`config.mk`:
```
export PLATFORM = sky130hd
export DESIGN_NAME = pwm_multi
export DESIGN_NICKNAME = d
export VERILOG_FILES = /design/src/rtl/pwm_multi.sv
export SDC_FILE = /design/constraint.sdc
export NUM_CORES = 1
export LEC_CHECK = 0
export BUFFER_PORTS_ARGS = -buffer_cell sky130_fd_sc_hd__buf_2
export CAP_MARGIN = 5
export CORE_UTILIZATION = 50
export DETAILED_ROUTE_END_ITERATION = 6
export PLACE_DENSITY = 0.67
export SYNTH_ARGS = -nofsm -noshare
export SYNTH_HDL_FRONTEND = slang
export SYNTH_SLANG_ARGS = --single-unit
```
`constraint.sdc`:
```
create_clock -name clk -period 4.91 [get_ports clk]
set_input_delay 0 -clock clk [delete_from_list [all_inputs] [get_ports clk]]
set_output_delay 0 -clock clk [all_outputs]
set_load 0.01 [all_outputs]
```
`src/rtl/pwm_multi.sv`:
```
// pwm_multi: multi-channel PWM peripheral sharing one period counter.
//
// All channels share one period counter. Each channel has its own duty and
// polarity. PERIOD and DUTY are double-buffered: the bus writes a staging copy,
// and the compare uses an active copy. The active copy loads from staging at a
// load point. That is every cycle while disabled (or while the active period is
// 0), otherwise at the period boundary. CTRL applies directly. Edge-aligned and
// centre-aligned counting are supported.
//
// Ports:
//   clk           rising-edge clock
//   rst_n         asynchronous active-low reset (release synchronised inside)
//   wr_en         register write strobe
//   wr_addr       register address: 0 PERIOD, 1 CTRL, 2+c DUTY[c]
//   wr_data       write data (period/duty use the low WIDTH bits)
//   pwm_out       registered PWM outputs, one per channel
//   period_start  registered one-cycle pulse at the start of every period
module pwm_multi #(
    parameter int CHANNELS = 4,
    parameter int WIDTH    = 16,
    parameter int ADDR_W   = 5
) (
    input  logic                clk,
    input  logic                rst_n,
    input  logic                wr_en,
    input  logic [ADDR_W-1:0]   wr_addr,
    input  logic [31:0]         wr_data,
    output logic [CHANNELS-1:0] pwm_out,
    output logic                period_start
);

    localparam logic [WIDTH-1:0] CNT_ZERO = {WIDTH{1'b0}};
    localparam logic [WIDTH-1:0] CNT_ONE  = {{(WIDTH-1){1'b0}}, 1'b1};

    logic                run_q;
    logic                en_q, en_d;
    logic                mode_q, mode_d;
    logic [CHANNELS-1:0] pol_q, pol_d;
    logic [WIDTH-1:0]    period_stg_q, period_stg_d;
    logic [WIDTH-1:0]    period_act_q, period_act_d;
    logic [WIDTH-1:0]    duty_stg_q [CHANNELS];
    logic [WIDTH-1:0]    duty_stg_d [CHANNELS];
    logic [WIDTH-1:0]    duty_act_q [CHANNELS];
    logic [WIDTH-1:0]    duty_act_d [CHANNELS];
    logic [WIDTH-1:0]    cnt_q, cnt_d;
    logic                dir_q, dir_d;      // 1 = counting down (centre mode only)
    logic                idle_q, idle_d;    // counter parked; next enabled edge starts a period
    logic [CHANNELS-1:0] pwm_q, pwm_d;
    logic                ps_q, ps_d;
    logic                hold_s, active_s, load_s;
    logic [WIDTH-1:0]    last_s;
    logic [CHANNELS-1:0] raw_s;
    logic                unused_wr_data_s;

    // Not every wr_data bit is decoded by a register.
    assign unused_wr_data_s = ^wr_data;

    assign hold_s   = !en_q || (period_act_q == CNT_ZERO);
    assign active_s = !hold_s && !idle_q;
    assign last_s   = period_act_q - CNT_ONE;

    // Register bus decode into staging copies and CTRL.
    always_comb begin
        period_stg_d = period_stg_q;
        duty_stg_d   = duty_stg_q;
        en_d         = en_q;
        mode_d       = mode_q;
        pol_d        = pol_q;
        if (wr_en) begin
            if (wr_addr == ADDR_W'(0)) begin
                period_stg_d = wr_data[WIDTH-1:0];
            end else if (wr_addr == ADDR_W'(1)) begin
                en_d   = wr_data[0];
                mode_d = wr_data[1];
                pol_d  = wr_data[16 +: CHANNELS];
            end else begin
                for (int c = 0; c < CHANNELS; c++) begin
                    if (wr_addr == ADDR_W'(c + 2)) begin
                        duty_stg_d[c] = wr_data[WIDTH-1:0];
                    end else begin
                        duty_stg_d[c] = duty_stg_q[c];
                    end
                end
            end
        end else begin
            period_stg_d = period_stg_q;
        end
    end

    // Counter sequencing and load-point detection.
    always_comb begin
        cnt_d  = cnt_q;
        dir_d  = dir_q;
        idle_d = idle_q;
        load_s = 1'b0;
        if (hold_s) begin
            cnt_d  = CNT_ZERO;
            dir_d  = 1'b0;
            idle_d = 1'b1;
            load_s = 1'b1;
        end else if (idle_q) begin
            // First enabled edge: enter count 0 of a fresh period with fresh values.
            cnt_d  = CNT_ZERO;
            dir_d  = 1'b0;
            idle_d = 1'b0;
            load_s = 1'b1;
        end else if (!mode_q) begin
            dir_d = 1'b0;
            if (cnt_q >= last_s) begin
                cnt_d  = CNT_ZERO;
                load_s = 1'b1;
            end else begin
                cnt_d = cnt_q + CNT_ONE;
            end
        end else if (!dir_q) begin
            // Top of the triangle: P-1 is held for one extra cycle while turning.
            if (cnt_q >= last_s) begin
                dir_d = 1'b1;
            end else begin
                cnt_d = cnt_q + CNT_ONE;
            end
        end else begin
            // Bottom of the triangle: down-0 -> up-0 is the period boundary.
            if (cnt_q == CNT_ZERO) begin
                dir_d  = 1'b0;
                load_s = 1'b1;
            end else begin
                cnt_d = cnt_q - CNT_ONE;
            end
        end
    end

    // Active-copy load and compare/output next-state.
    always_comb begin
        period_act_d = load_s ? period_stg_q : period_act_q;
        for (int c = 0; c < CHANNELS; c++) begin
            duty_act_d[c] = load_s ? duty_stg_q[c] : duty_act_q[c];
            raw_s[c]      = (cnt_q < duty_act_q[c]);
        end
        if (active_s) begin
            pwm_d = raw_s ^ pol_q;
            ps_d  = (cnt_q == CNT_ZERO) && !dir_q;
        end else begin
            pwm_d = pol_q;
            ps_d  = 1'b0;
        end
    end

    // Reset release synchroniser: state starts updating one edge after release.
    always_ff @(posedge clk or negedge rst_n) begin
        if (!rst_n) begin
            run_q <= 1'b0;
        end else begin
            run_q <= 1'b1;
        end
    end

    // State registers.
    always_ff @(posedge clk or negedge rst_n) begin
        if (!rst_n) begin
            en_q         <= 1'b0;
            mode_q       <= 1'b0;
            pol_q        <= {CHANNELS{1'b0}};
            period_stg_q <= CNT_ZERO;
            period_act_q <= CNT_ZERO;
            duty_stg_q   <= '{default: CNT_ZERO};
            duty_act_q   <= '{default: CNT_ZERO};
            cnt_q        <= CNT_ZERO;
            dir_q        <= 1'b0;
            idle_q       <= 1'b1;
            pwm_q        <= {CHANNELS{1'b0}};
            ps_q         <= 1'b0;
        end else if (run_q) begin
            en_q         <= en_d;
            mode_q       <= mode_d;
            pol_q        <= pol_d;
            period_stg_q <= period_stg_d;
            period_act_q <= period_act_d;
            duty_stg_q   <= duty_stg_d;
            duty_act_q   <= duty_act_d;
            cnt_q        <= cnt_d;
            dir_q        <= dir_d;
            idle_q       <= idle_d;
            pwm_q        <= pwm_d;
            ps_q         <= ps_d;
        end
    end

    assign pwm_out      = pwm_q;
    assign period_start = ps_q;

endmodule

```
==> results.ini <==
[status]
status=finished clean

[finish]
area_growth_pct=12.54
n_antenna_cell=0
layout.cells.non_filler=1140
nFillCells=1592
final_nets=982
drive_gt1_share_pct=28.00
fin_util_pct=57.25

[floorplanning]
fp.dieArea_um2=20370
num_io_pins=45
core_area_um2=19460
initial_core_util_pct=50.87
rows=51
die_h_um=142.7
die_w_um=142.7

[yosys]
yosysMostFrequentCell=dfrtp_1
synth_warnings=0
netlist.area_leader.share_pct=47.77
synth_cell_types=54
synth_fp_nets=928
ys_ff_latch=190
post-synth-top-area-cell=dfrtp_1
synthArstFlopShare_pct=100.0
yosys-top-cells-count=189 x dfrtp_1, 159 x mux2_2, 80 x ha_1
synth-main-ff-cell=dfrtp_1
synthesis.area_um2=9901
syn_inst=808
ys_seq_area_share_pct=48.03
syn_area_per_cell_um2=12.25
synth_edf_count=0
yosys-top-cells-area=dfrtp_1 48%, mux2_2 18%, ha_1 10%, inv_1 2.6%, a21o_1 1.9%

[sta]
max_slew.worst_pin.slew_ns=1.185
skew_ns=0.009949
finalCritPeriodShare_pct=92.09
finalSetupViolCount=0
drv_slew=0
min_period_ns=4.522
finalHoldViolations=0
max_freq_mhz=221.2
relSlewSlack_pct=20.97
setup_tns_ns=0
rsz0062_at_grt=no
holdWs_ns=0.1068

[critical_path]
end_kind=flop
critPathRequiredTime_ns=5.23
r2r_start=period_act_q[7]
cp-endpoint=duty_act_q[8]
path_class=reg2reg
startpoint_type=flop
path_cells=nor4_1 > nand4b_1 > xor2_1 > ha_1 > and4_1 > a31o_2 > o21ai_0 > o211ai_1 > and2_1 > o31ai_4 > buf_12 > mux2_2
path_max_fanout=80
timing.rr.end=duty_act_q[8]
worstPathArrival_ns=4.84
cpMaxStageDelayCell=nand4b_1
rrSetupSlack_ns=0.39
ff2ff_path_depth=12
cp-startpoint=period_act_q[7]
critical-path-max-stage-delay_ns=0.54

[clock_network]
clk_pin_slew_ns=0.08
post_cts_resized=0
cts_hold_buf=21
cts_setup_buffers=0
cts_buffers=17
cts_tree=built
clock_latency_ns=0.44
cts_root_buffer=clkbuf_16
clockBufferDepth=2
h-tree-depth=4
tritoncts_num_sinks=190

[detailed_routing]
finalWirelength_um=22490
ant_nets=0
routed_via_density=5.708
post-route-drc-count=0
post_drt_wl_per_cell_um=19.73
drtIter0Drc=392
first_pass_iters=5
routed-via-count=6507

[placement]
gp_congestion=0.8599
place_hpwl_um=15380
place.port_buffers=32
dp.cells=1087

[job]
cap_violations=0

[power]
powerDensity_nw_per_um2=373.7
total_leakage_power_nw=5.452
ir_worst_vdd_mv=0.2413
total_power_w=0.004164

[global_route]
gr-usage-all-layers_pct=23.84
grt_overflow=0
grt_max_degree=81
grt_pass1_vias=6716
grt_pass1_wl_um=35950
antenna_found_initial=0

[hold_path]
hp-class=in2async

[cell usage in the layout (no fill, tap or decap), types with 4 or more instances in the layout]
cell / count
nand4_1: 13
a22o_1: 13
o21ai_0: 10
xor2_1: 7
or2_2: 4
nor2b_1: 7
inv_1: 68
nor3_1: 13
mux2_1: 9
a21oi_1: 21
or4_1: 9
nor2_1: 32
inv_6: 9
a211oi_1: 5
mux2_2: 159
and3_1: 4
buf_4: 6
o21a_1: 6
ha_1: 80
o32ai_1: 4
buf_2: 31
or3_1: 8
a21o_1: 25
nor4_1: 12
nand2_1: 12
o211ai_1: 8
dlygate4sd3_1: 21
xnor2_1: 10
dfrtp_1: 189
nand2b_1: 8
clkbuf_16: 17
a31oi_1: 4
nand3_1: 6
[flip-flops by register name, indices dropped and copies added, names as in the netlist]
signal / count
period_start: 1
idle_q: 1
duty_stg_q: 64
period_act_q: 16
en_q: 1
dir_q: 1
period_stg_q: 16
cnt_q: 16
mode_q: 1
run_q: 1
pol_q: 4
pwm_out: 4
duty_act_q: 64
[power breakdown]
part           switching, W  internal [W]  leakage [nW]  total (W)
registers          0.000126       0.00177          2.53    0.00190
clock network      0.000644      0.000835         0.307    0.00148
logic              0.000397      0.000389          2.61   0.000787
total               0.00117       0.00300          5.45    0.00416
[kinds of logic (layout without fill, tap and decap cells)]
kind of cell / count (synthesis) / count (layout) / synth area share (%)
DFF: 190 / 190 / 48.03
muxes: 168 / 168 / 19.11
and+or+nand+nor: 143 / 143 / 8.075
AOI/OAI and AO/OA: 116 / 116 / 8.758
buffers and inverters: 93 / 160 / 4.372
adders and majority gates: 80 / 80 / 10.11
xor gates and xnor gates: 17 / 17 / 1.504
other: 1 / 1 / 0.03788
[how the worst min path moves through the flow]
stage	start	end
floorplan	rst_n	cnt_q[0]
global placement	rst_n	duty_act_q[28]
detailed placement	rst_n	duty_act_q[28]
CTS	wr_addr[2]	mode_q
global route	wr_addr[2]	mode_q
finish	rst_n	duty_stg_q[28]
[metal layers]
layer	vias up	wire length [um]	GRT usage [%]	part of all wire, %
met1	3291	10350	31.65	46
li1	3040	-	-	-
met4	0	602	8.602	2.7
met5	-	0	0	0
met2	136	10750	38.80	48
met3	40	783	4.695	3.5
[final cells by class]
type / instances / area (um^2) / area share (%)
Sequential cell: 190 / 4756 / 42.68
Inverter: 68 / 255.2 / 2.291
Clock buffer: 18 / 439.2 / 3.942
Clock inverter: 14 / 192.7 / 1.729
Tap cell: 265 / 331.6 / 2.976
Multi-Input combinational cell: 525 / 4723 / 42.39
Timing Repair Buffer: 60 / 444.2 / 3.987
[critical path: cells and delay by family (launching register included)]
kind	cells	cell delay [ns]
mux	1	0.40
flops	1	0.43
compound gates	4	0.96
xor+xnor	1	0.31
buf+inv	1	0.42
fa+ha+maj	1	0.34
simple gates	4	1.49
[stage by stage]
stage	setup WS (ns)	area (um^2)
after CTS	0.4344	11140
final	0.3882	11140
after detailed placement	0.4573	10300
after global placement	0.6155	10300
after global routing	0.1504	11140
after floorplan	1.105	9901
Note: power is estimated with default switching activity, not from simulation.
